**config.mk**
```make
export PLATFORM = sky130hd
export DESIGN_NAME = arb4_rr_onehot
export DESIGN_NICKNAME = d
export VERILOG_FILES = /design/src/rtl/arb4_rr_onehot.sv
export SDC_FILE = /design/constraint.sdc
export NUM_CORES = 1
export LEC_CHECK = 0
export CAP_MARGIN = 20
export CORE_MARGIN = 2
export CORE_UTILIZATION = 26
export CTS_CLUSTER_DIAMETER = 80
export DETAILED_ROUTE_END_ITERATION = 8
export PLACE_DENSITY = 0.49
export SLEW_MARGIN = 20
export SYNTH_ARGS = -nofsm -noshare
export SYNTH_HDL_FRONTEND = slang
export SYNTH_SLANG_ARGS = --single-unit
```
**constraint.sdc**
```tcl
create_clock -name clk -period 1.84 [get_ports clk]
set_input_delay 0.276 -clock clk [delete_from_list [all_inputs] [get_ports clk]]
set_output_delay 0.276 -clock clk [all_outputs]
set_load 0.005 [all_outputs]
```
**src/rtl/arb4_rr_onehot.sv**
```systemverilog
// 4-requester round-robin arbiter with grant hold; registered one-hot grant for a 4-to-2 encoder.
// Optional forced release after HOLD_MAX grant cycles when ARB_TIMEOUT_EN is defined.
module arb4_rr_onehot #(
  parameter int unsigned HOLD_MAX = 8,
  parameter int unsigned CNT_W    = 8
) (
  input  logic       clk,
  input  logic       rst,
  input  logic [3:0] req,
  output logic [3:0] gnt,
  output logic       gnt_valid,
  output logic       timeout
);

  typedef enum logic {
    IDLE  = 1'b0,
    GRANT = 1'b1
  } state_e;

  if (HOLD_MAX < 2 || HOLD_MAX > 255 || (64'(1) << CNT_W) <= 64'(HOLD_MAX)) begin : g_bad_cfg
    $error("arb4_rr_onehot: illegal HOLD_MAX/CNT_W combination");
  end

  state_e     state_q, state_d;
  logic [3:0] gnt_q, gnt_d;
  logic       gnt_valid_q;
  logic [1:0] ptr_q, ptr_d;
  logic [1:0] owner;
  logic [2:0] idle_pick, hand_pick;
  logic       release_w;

  // Returns {found, index} of the first set bit scanning p, p+1, p+2, p+3 (mod 4).
  function automatic logic [2:0] rr_pick(input logic [3:0] r, input logic [1:0] p);
    logic [2:0] res;
    logic [1:0] idx;
    res = '0;
    for (int unsigned k = 4; k > 0; k--) begin
      idx = p + 2'(k - 1);
      if (r[idx]) res = {1'b1, idx};
    end
    return res;
  endfunction

`ifdef ARB_TIMEOUT_EN
  logic [CNT_W-1:0] cnt_q, cnt_d;
  logic             timeout_q, timeout_d;
  logic             forced;
`endif

  always_comb begin
    owner = 2'd0;
    for (int unsigned i = 0; i < 4; i++) begin
      if (gnt_q[i]) owner = i[1:0];
    end

    idle_pick = rr_pick(req, ptr_q);
    hand_pick = rr_pick(req & ~gnt_q, owner + 2'd1);

`ifdef ARB_TIMEOUT_EN
    forced    = req[owner] && (cnt_q == CNT_W'(HOLD_MAX));
    release_w = ~req[owner] | forced;
    cnt_d     = cnt_q;
    timeout_d = 1'b0;
`else
    release_w = ~req[owner];
`endif

    state_d = state_q;
    gnt_d   = gnt_q;
    ptr_d   = ptr_q;

    unique case (state_q)
      IDLE: begin
        if (idle_pick[2]) begin
          gnt_d   = 4'b0001 << idle_pick[1:0];
          state_d = GRANT;
`ifdef ARB_TIMEOUT_EN
          cnt_d   = CNT_W'(1);
`endif
        end
      end
      GRANT: begin
        if (release_w) begin
          // Handover decision uses the rotated pointer with the old owner masked.
          ptr_d = owner + 2'd1;
`ifdef ARB_TIMEOUT_EN
          timeout_d = forced;
          cnt_d     = CNT_W'(1);
`endif
          if (hand_pick[2]) begin
            gnt_d = 4'b0001 << hand_pick[1:0];
          end else begin
            gnt_d   = '0;
            state_d = IDLE;
          end
        end else begin
`ifdef ARB_TIMEOUT_EN
          if (cnt_q != '1) cnt_d = cnt_q + 1'b1;
`endif
        end
      end
      default: begin
        state_d = IDLE;
        gnt_d   = '0;
      end
    endcase
  end

  always_ff @(posedge clk) begin
    if (rst) begin
      state_q     <= IDLE;
      gnt_q       <= '0;
      gnt_valid_q <= 1'b0;
      ptr_q       <= 2'd0;
`ifdef ARB_TIMEOUT_EN
      cnt_q       <= '0;
      timeout_q   <= 1'b0;
`endif
    end else begin
      state_q     <= state_d;
      gnt_q       <= gnt_d;
      gnt_valid_q <= |gnt_d;
      ptr_q       <= ptr_d;
`ifdef ARB_TIMEOUT_EN
      cnt_q       <= cnt_d;
      timeout_q   <= timeout_d;
`endif
    end
  end

  assign gnt       = gnt_q;
  assign gnt_valid = gnt_valid_q;
`ifdef ARB_TIMEOUT_EN
  assign timeout   = timeout_q;
`else
  assign timeout   = 1'b0;
`endif

endmodule

```
After elaboration in Yosys (flattened, before gate mapping)
Index checks and enable logic that the tools add are counted.
{ "op_classes": {"addsub": 7, "order_cmp": 9, "n_mux": 37, "bitwise": 4, "reduce_logical": 2, "n_shift": 2} }
{ "ops": {"columns": ["cell", "n"], "rows": [
  ["less-than comparator 2 x 3 -> 1 bit, second input constant", 9],
  ["two-way mux 3 bit", 8],
  ["binary-select mux 1 bit (select 2 bit)", 9],
  ["two-way mux 1 bit", 13],
  ["two-way mux 4 bit", 3],
  ["adder 2 bit, second input constant", 4],
  ["one-hot mux 4 bit (2 select lines)", 1],
  ["<< shifter 1 x 2 -> 4 bit, first input constant", 2],
  ["adder 2 x 1 -> 2 bit, second input constant", 3],
  ["AND 4 bit", 1],
  ["two-way mux 2 bit", 2],
  ["inverter 4 bit", 1],
  ["OR reduction 4 bit", 1],
  ["inverter 1 bit", 2],
  ["one-hot mux 1 bit (2 select lines)", 1],
  ["AND reduction 2 bit", 1]
]} }
{ "totals": {"regBits": 8, "in_bits": 6} }

Longest topological paths before layout
Gate-level depths: netlist of run 1.
{ "logic_depth": {"word_depth": 16, "mapped_depth": 6, "depth_no_buf": 5} }

Least setup slack after synthesis of run 1
Ideal clock, no wire load.
{ "synth_path": {"kind": "reg-to-reg", "from": "register gnt_q[2] (netlist: gnt[2])", "to": "register ptr_q[1]", "path_stages_with_launch": 6, "setup_ns": 0.067, "setup_slack_ns": 0.290, "arrival_time_ns": 1.483, "period_less_slack_ns": 1.550, "path_buffers": 0, "path_cell_list": "dfxtp_1 -> inv_2 -> o31a_1 -> a21bo_1 -> or3_1 -> a21oi_2"} }
{ "synth_between": {"elab_chain_len": 6, "elab_cells_between_ends": 7, "classes_between": "add/sub: 1; mux: 4; bitwise: 1; reduce/logical: 1"} }
{ "synth_lines": {"columns": ["item", "line", "source"], "rows": [
  ["start: declaration", "25", "logic [3:0] gnt_q, gnt_d;"],
  ["start signal: assignment", "121", "gnt_q <= gnt_d;"],
  ["two-way mux 2 bit * (2 in a row)", "53", "if (gnt_q[i]) owner = i[1:0];"],
  ["binary-select mux 1 bit (select 2 bit)", "65", "release_w = ~req[owner];"],
  ["two-way mux 1 bit (implied by the code)", "65", null],
  ["inverter 1 bit (no source line)", null, null],
  ["AND reduction 2 bit (no source line)", null, null],
  ["end signal: assignment", "123", "ptr_q <= ptr_d;"],
  ["end: declaration", "27", "logic [1:0] ptr_q, ptr_d;"]
]} }
Every way passes the cells marked *; elsewhere a longest branch is shown, timed or not. The select of a mux whose other input is x is not followed.
A chain may end at the register's enable or synchronous reset.

Final worst setup path of run 1
{ "layout_path": {"from": "input port req[1]", "to": "register gnt_q[1] (netlist: gnt[1])"} }
{ "layout_between": {"elab_chain_len": 11, "elab_cells_between_ends": 33, "classes_between": "shift: 2; mux: 30; bitwise: 1"} }
{ "layout_lines": {"columns": ["item", "line", "source"], "rows": [
  ["start: declaration", "9", "input logic [3:0] req,"],
  ["AND 4 bit", "57", "hand_pick = rr_pick(req & ~gnt_q, owner + 2'd1);"],
  ["binary-select mux 1 bit (select 2 bit)", "39", "if (r[idx]) res = {1'b1, idx};"],
  ["two-way mux 1 bit (implied by the code)", "39", null],
  ["two-way mux 3 bit (4 in a row)", "39", null],
  ["<< shifter 1 x 2 -> 4 bit", "91", "gnt_d = 4'b0001 << hand_pick[1:0];"],
  ["two-way mux 4 bit", "90", "if (hand_pick[2]) begin"],
  ["two-way mux 4 bit", "83", "if (release_w) begin"],
  ["one-hot mux 4 bit (2 select lines) *", "72", "unique case (state_q)"]
]} }
Marked as above.

==> results.tsv, run 1 <==
stage	metric	value	unit
logic_synthesis	syn_avg_cell_area	7.64	µm²
critical_path	worstPathArrival	1920	ps
power_and_ir_drop	powerDensity	607	nW/µm²
global_route	gr-usage-all-layers	0.135	
clock_network	tritoncts	yes	
critical_path	r2r_slack	260	ps
clock_network	cts-hold-fix-buffers	0	
hold_path	hold_depth	2	
power_and_ir_drop	leakagePower	0.350	nW
placement	routabilityCongestion	0.841	
critical_path	reg2regPathDepth	5	
power_and_ir_drop	switchingPower	0.180	mW
timing	setup_viol	0	
critical_path	cp-end-kind	register	
timing	fin_worst_skew	3.21	ps
logic_synthesis	syn_inst	84	
clock_network	clock-root-buffer	clkbuf_4	
clock_network	numCtsBuffers	3	
logic_synthesis	yosysMostFrequentCell	dfxtp_1	
floorplanning	die_x	53.7	µm
job	maxCapViolCount	0	
critical_path	critPathKind	in2reg	
critical_path	worstPathCellList	clkdlybuf4s50_1 > a21oi_1 > o21a_1 > o22ai_2 > or3b_1 > a31oi_1	
hold_path	hold_end	ptr_q[0]$_SDFFE_PP0P_	
timing	max_freq	0.571	GHz
logic_synthesis	synth_nets	90	
logic_synthesis	ys_ff_latch	8	
final_layout	antennaDiodeCount	0	
logic_synthesis	synth_area_leader_cell	dfxtp_1	
clock_network	post_cts_buffers	0	
logic_synthesis	synth_edf_count	0	
clock_network	cts.clk_slew.worst_paths	50	ps
logic_synthesis	synth_ff_type	dfxtp_1	
final_layout	fin_nets	115	
clock_network	htreeDepth	1	
floorplanning	die_h	53.7	µm
detailed_routing	wl_per_cell	13.5	µm
logic_synthesis	synth-async-reset-ratio	0	
critical_path	cp_slowest_cell	clkdlybuf4s50_1	
detailed_routing	vias	731	
timing	drv_slew	0	
detailed_routing	vias_per_cell	5.34	
power_and_ir_drop	finalPower	0.562	mW
logic_synthesis	synthDistinctLibCells	42	
power_and_ir_drop	peakVddDrop	0.395	mV
global_route	grt_pass1_wl	2730	µm
floorplanning	die_area	2880	µm²
global_route	grt_overflow	0	
hold_path	hold_start	ptr_q[0]$_SDFFE_PP0P_	
power_and_ir_drop	pwr-share-clk	0.239	
detailed_routing	wirelength	1850	µm
detailed_routing	first_iter_violations	19	
detailed_routing	ant_nets	0	
logic_synthesis	synthesis.area	642	µm²
hold_path	hold_class	reg2reg	
timing	final_hold_viol_count	0	
final_layout	final_layout_size_suffix_gt1_frac	0.280	
power_and_ir_drop	p_sw_frac	0.321	
timing	final.period_utilization	0.951	
global_route	grt_pass1_vias	635	
logic_synthesis	yosysSeqAreaShare	0.250	
clock_network	worstSkewPairLatency	250	ps
run_status	status	completed	
detailed_routing	drc	0	
critical_path	worst-path-buf-inv	1	
timing	fin_crit	1750	ps
critical_path	r2r-end	gnt[1]$_SDFF_PP0_	
floorplanning	num_rows	18	
final_layout	area_growth	44.2	%
critical_path	cp_top_family	compound AO/OA/AOI/OAI gates	
critical_path	crit_fanout	7	
placement	dp_slack	-266	ps
power_and_ir_drop	combPwrFrac	0.390	
critical_path	slowest_delay	630	ps
logic_synthesis	synth_area_leaders	dfxtp_1, a21oi_1, mux2i_1	
timing	fin_ws	89.8	ps
floorplanning	ios	12	
logic_synthesis	synth-warning-count	0	
logic_synthesis	yosysTopAreaCellShare	0.250	
final_layout	fill_cells	247	
power_and_ir_drop	pwr-share-seq	0.371	
global_route	grt_max_degree	12	
floorplanning	core_area	2410	µm²
placement	place.port_buffers	10	
global_route	antenna_found_initial	0	
critical_path	required	2010	ps
placement	dpl.hpwl	1450	µm
logic_synthesis	yosys-top-cells-count	dfxtp_1, a21oi_1, nand3_1	
power_and_ir_drop	p_int	0.381	mW
critical_path	rr_startpoint	ptr_q[1]$_SDFFE_PP0P_	
floorplanning	start_util	0.266	
critical_path	start_kind	primary input	
clock_network	clk_path_buf_depth	2	
detailed_routing	firstDrtPassIters	4	
clock_network	cts_sinks	8	
[logic make-up after synthesis]
family	after synthesis	synth area share
AOI/OAI and AO/OA	33	0.372
buffers and inverters	9	0.0604
DFF	8	0.250
muxes	3	0.0468
other	1	0.00584
and+or+nand+nor	30	0.265
[per-stage QoR]
stage	cells	setup TNS (ps)	hold slack, ps	util	instance area, µm²
CTS	137	0	479	0.374	901
global route	137	-0.843	519	0.384	926
detailed placement	134	-1230	472	0.362	872
finish	137	0	479	0.384	926
floorplan	84	0	456	-	642
global placement	134	-1280	477	0.362	872
[metal layers]
layer | vias to the layer above | track usage | routed length, µm | part of all wire
li1 | 362 | - | - | -
met1 | 345 | 0.176 | 875 | 0.47
met2 | 20 | 0.189 | 840 | 0.45
met3 | 4 | 0.0556 | 91 | 0.049
met4 | 0 | 0.0684 | 41 | 0.022
met5 | - | 0 | 0 | 0
[flip-flops by register name, indices dropped and copies added, names as in the netlist]
| name | cells |
|---|---|
| gnt | 4 |
| gnt_valid | 1 |
| ptr_q | 2 |
| state_q | 1 |
[repair_timing]
item                       4_1_cts  5_1_grt
cloned                           0        0
setup endpoints to repair        1        3
pin swaps                        0        0
resized for setup                1        6
[area by class of cell]
| class | instances | area [µm²] | area share |
|---|---|---|---|
| clock buffer | 3 | 22.5 | 0.0243 |
| inverter | 3 | 11.3 | 0.0122 |
| multi-input combinational | 67 | 472 | 0.509 |
| sequential | 8 | 160 | 0.173 |
| tap | 30 | 37.5 | 0.0405 |
| timing repair buffer | 26 | 223 | 0.241 |
[worst register-to-register path, delay by kind of cell (launching register included)]
kind                   cells  cell delay (ps)
buffers and inverters      1              160
AO/OA/AOI/OAI              2              310
multiplexers               1              250
AND/OR/NAND/NOR            1              340
flip-flops                 1              440
[power groups by stage]
stage | clock [mW] | sequential, mW | combinational, mW
after global placement | 0 | 0.210 | 0.211
final | 0.134 | 0.208 | 0.219
after detailed placement | 0 | 0.211 | 0.210
after floorplan | 0 | 0.207 | 0.117
after CTS | 0.142 | 0.207 | 0.213
after global routing | 0.153 | 0.210 | 0.238
[cell usage in the layout (no fill, tap or decap), drive strengths merged, types with 4 or more instances in the layout]
master / instances
a21oi: 8
nand2: 4
buf: 16
nand2b: 4
clkdlybuf4s50: 9
nor2: 4
nor2b: 4
nand3: 5
dfxtp: 8
[how the worst max path moves through the flow]
stage / from / end / slack [ps] / cells past startpoint
after floorplan: gnt[2]$_SDFF_PP0_ / ptr_q[1]$_SDFFE_PP0P_ / 290 / 5
after global placement: req[0] / gnt[1]$_SDFF_PP0_ / -280 / 6
after detailed placement: req[0] / gnt[1]$_SDFF_PP0_ / -270 / 6
after CTS: req[0] / gnt[1]$_SDFF_PP0_ / 80 / 6
after global routing: req[2] / gnt[2]$_SDFF_PP0_ / -0.8 / 5
final: req[1] / gnt[1]$_SDFF_PP0_ / 90 / 6
Note: power is estimated with default switching activity, not from simulation.
==> inputs of run 2 (changes only) <==
--- a/config.mk
+++ b/config.mk
@@ -6,7 +6,7 @@
 export NUM_CORES = 1
 export LEC_CHECK = 0
 export CAP_MARGIN = 20
-export CORE_MARGIN = 2
+export CORE_MARGIN = 3
 export CORE_UTILIZATION = 26
 export CTS_CLUSTER_DIAMETER = 80
 export DETAILED_ROUTE_END_ITERATION = 8
==> run 2 against run 1 <==
- critical path depth stayed put
- wire length fell by 2.7%
- non-clock buffer count down 2
- clock skew is essentially flat
- critical endpoint is now gnt[2]$_SDFF_PP0_
- highest routed layer unchanged
- register-to-register slack better by 40 ps
- fmax increased by 0.34%
==> results.tsv, run 2 (synthesis results as in run 1) <==
stage	metric	value	unit
final_layout	final_common_cell	buf_4	
critical_path	start_kind	primary input	
power_and_ir_drop	peakVddDrop	0.349	mV
detailed_routing	first_iter_violations	9	
timing	fin_worst_skew	2.76	ps
timing	drv_slew	0	
timing	setup_viol	0	
clock_network	cts.clk_slew.worst_paths	50	ps
final_layout	antennaDiodeCount	0	
detailed_routing	vias_per_cell	5.42	
final_layout	area_growth	39.6	%
detailed_routing	ant_nets	0	
floorplanning	num_rows	17	
critical_path	worst-path-buf-inv	1	
global_route	grt_max_degree	12	
critical_path	rr_startpoint	ptr_q[1]$_SDFFE_PP0P_	
critical_path	cp-end-kind	register	
timing	final.period_utilization	0.948	
clock_network	clk_path_buf_depth	2	
global_route	grt_overflow	0	
floorplanning	start_util	0.282	
critical_path	r2r-end	gnt[1]$_SDFF_PP0_	
clock_network	tritoncts	yes	
hold_path	hold_depth	2	
critical_path	slowest_delay	520	ps
critical_path	crit_fanout	7	
placement	dpl_cell_area	855	µm²
run_status	status	completed	
power_and_ir_drop	powerDensity	615	nW/µm²
floorplanning	die_h	55.7	µm
power_and_ir_drop	finalPower	0.551	mW
global_route	antenna_found_initial	0	
clock_network	worstSkewPairLatency	250	ps
floorplanning	ios	12	
final_layout	largest_reg_flops	4	
timing	grt_setup_unrepaired	true	
clock_network	cts_sinks	8	
timing	fin_crit	1740	ps
hold_path	hold_start	ptr_q[0]$_SDFFE_PP0P_	
critical_path	worstPathArrival	1920	ps
global_route	grt_pass1_vias	687	
floorplanning	die_x	55.7	µm
timing	whs	487	ps
placement	place.port_buffers	10	
placement	dpl.hpwl	1400	µm
floorplanning	die_area	3100	µm²
detailed_routing	wirelength	1800	µm
global_route	gr-usage-all-layers	0.125	
critical_path	cp_top_family	compound AO/OA/AOI/OAI gates	
timing	final_hold_viol_count	0	
detailed_routing	drc	0	
global_route	grt_pass1_wl	3190	µm
job	maxCapViolCount	0	
power_and_ir_drop	leakagePower	0.343	nW
hold_path	hold_class	reg2reg	
clock_network	htreeDepth	1	
floorplanning	core_area	2280	µm²
detailed_routing	wl_per_cell	13.5	µm
clock_network	clock-root-buffer	clkbuf_4	
critical_path	cp_slowest_cell	clkdlybuf4s50_1	
clock_network	post_cts_buffers	0	
detailed_routing	firstDrtPassIters	4	
hold_path	hold_end	ptr_q[0]$_SDFFE_PP0P_	
final_layout	final_layout_size_suffix_gt1_frac	0.238	
critical_path	worstPathCellList	clkdlybuf4s50_1 > a21oi_1 > o21a_1 > o22ai_2 > or4b_1 > a31oi_1	
final_layout	fill_cells	243	
placement	routabilityCongestion	0.857	
critical_path	critPathKind	in2reg	
detailed_routing	vias	721	
critical_path	reg2regPathDepth	5	
final_layout	design_area	896	µm²
critical_path	r2r_slack	300	ps
critical_path	required	2010	ps
clock_network	numCtsBuffers	3	
final_layout	final_cell_mix	buf_4, dfxtp_1, clkdlybuf4s50_1, a21oi_1, nand3_1	
timing	max_freq	0.573	GHz
final_layout	fin_nets	113	
## run 2: area by class of cell
cell class	count	area, µm²	share of cell area
well taps	28	35.0	0.0391
clock buffers	3	22.5	0.0251
repair buffers	24	210	0.235
flip-flops and latches	8	160	0.179
inverters	3	11.3	0.0126
multi-input cells	67	457	0.510
## run 2: metrics by stage
stage          setup WS [ps]  instances  TNS [ps]   util
6_report                95.7        133         0  0.394
5_1_grt                -11.4        133     -19.1  0.394
4_1_cts                 82.4        133         0  0.385
3_5_place_dp            -170        130     -1070  0.375
3_3_place_gp            -215        130     -1190  0.375
2_1_floorplan            290         84         0      -
## run 2: per-layer routing
layer	global-route usage	vias to the layer above	wire (µm)
li1	-	358	-
met1	0.179	340	870
met2	0.182	21	840
met3	0.0162	2	74
met4	0.0556	0	13
met5	0	-	0
## run 2: worst reg2reg max path, cell delays in order, from the launching register on
cell,delay (ps)
dfxtp_1,430
mux2i_1,250
o221ai_2,130
buf_4,160
or3b_1,350
a31oi_1,150
## run 2: worst max-delay path by stage
stage / from / end / slack [ps] / cells after the start
3_5_place_dp: req[1] / gnt[2]$_SDFF_PP0_ / -170 / 6
5_1_grt: req[2] / gnt_valid$_SDFF_PP0_ / -10 / 7
3_3_place_gp: req[0] / gnt[1]$_SDFF_PP0_ / -220 / 6
6_report: req[0] / gnt[2]$_SDFF_PP0_ / 100 / 6
2_1_floorplan: gnt[2]$_SDFF_PP0_ / ptr_q[1]$_SDFFE_PP0P_ / 290 / 5
4_1_cts: req[0] / gnt[1]$_SDFF_PP0_ / 80 / 6
## run 2: timing repair
item,CTS,global route
gates resized for setup,0,5
hold buffers,0,0
setup endpoints to repair,0,5
hold endpoints to repair,0,0
## run 2: power by group
group | total, mW | switching [mW] | internal (mW)
logic | 0.209 | 0.0976 | 0.111
clock network | 0.136 | 0.0611 | 0.0747
registers | 0.207 | 0.0176 | 0.189
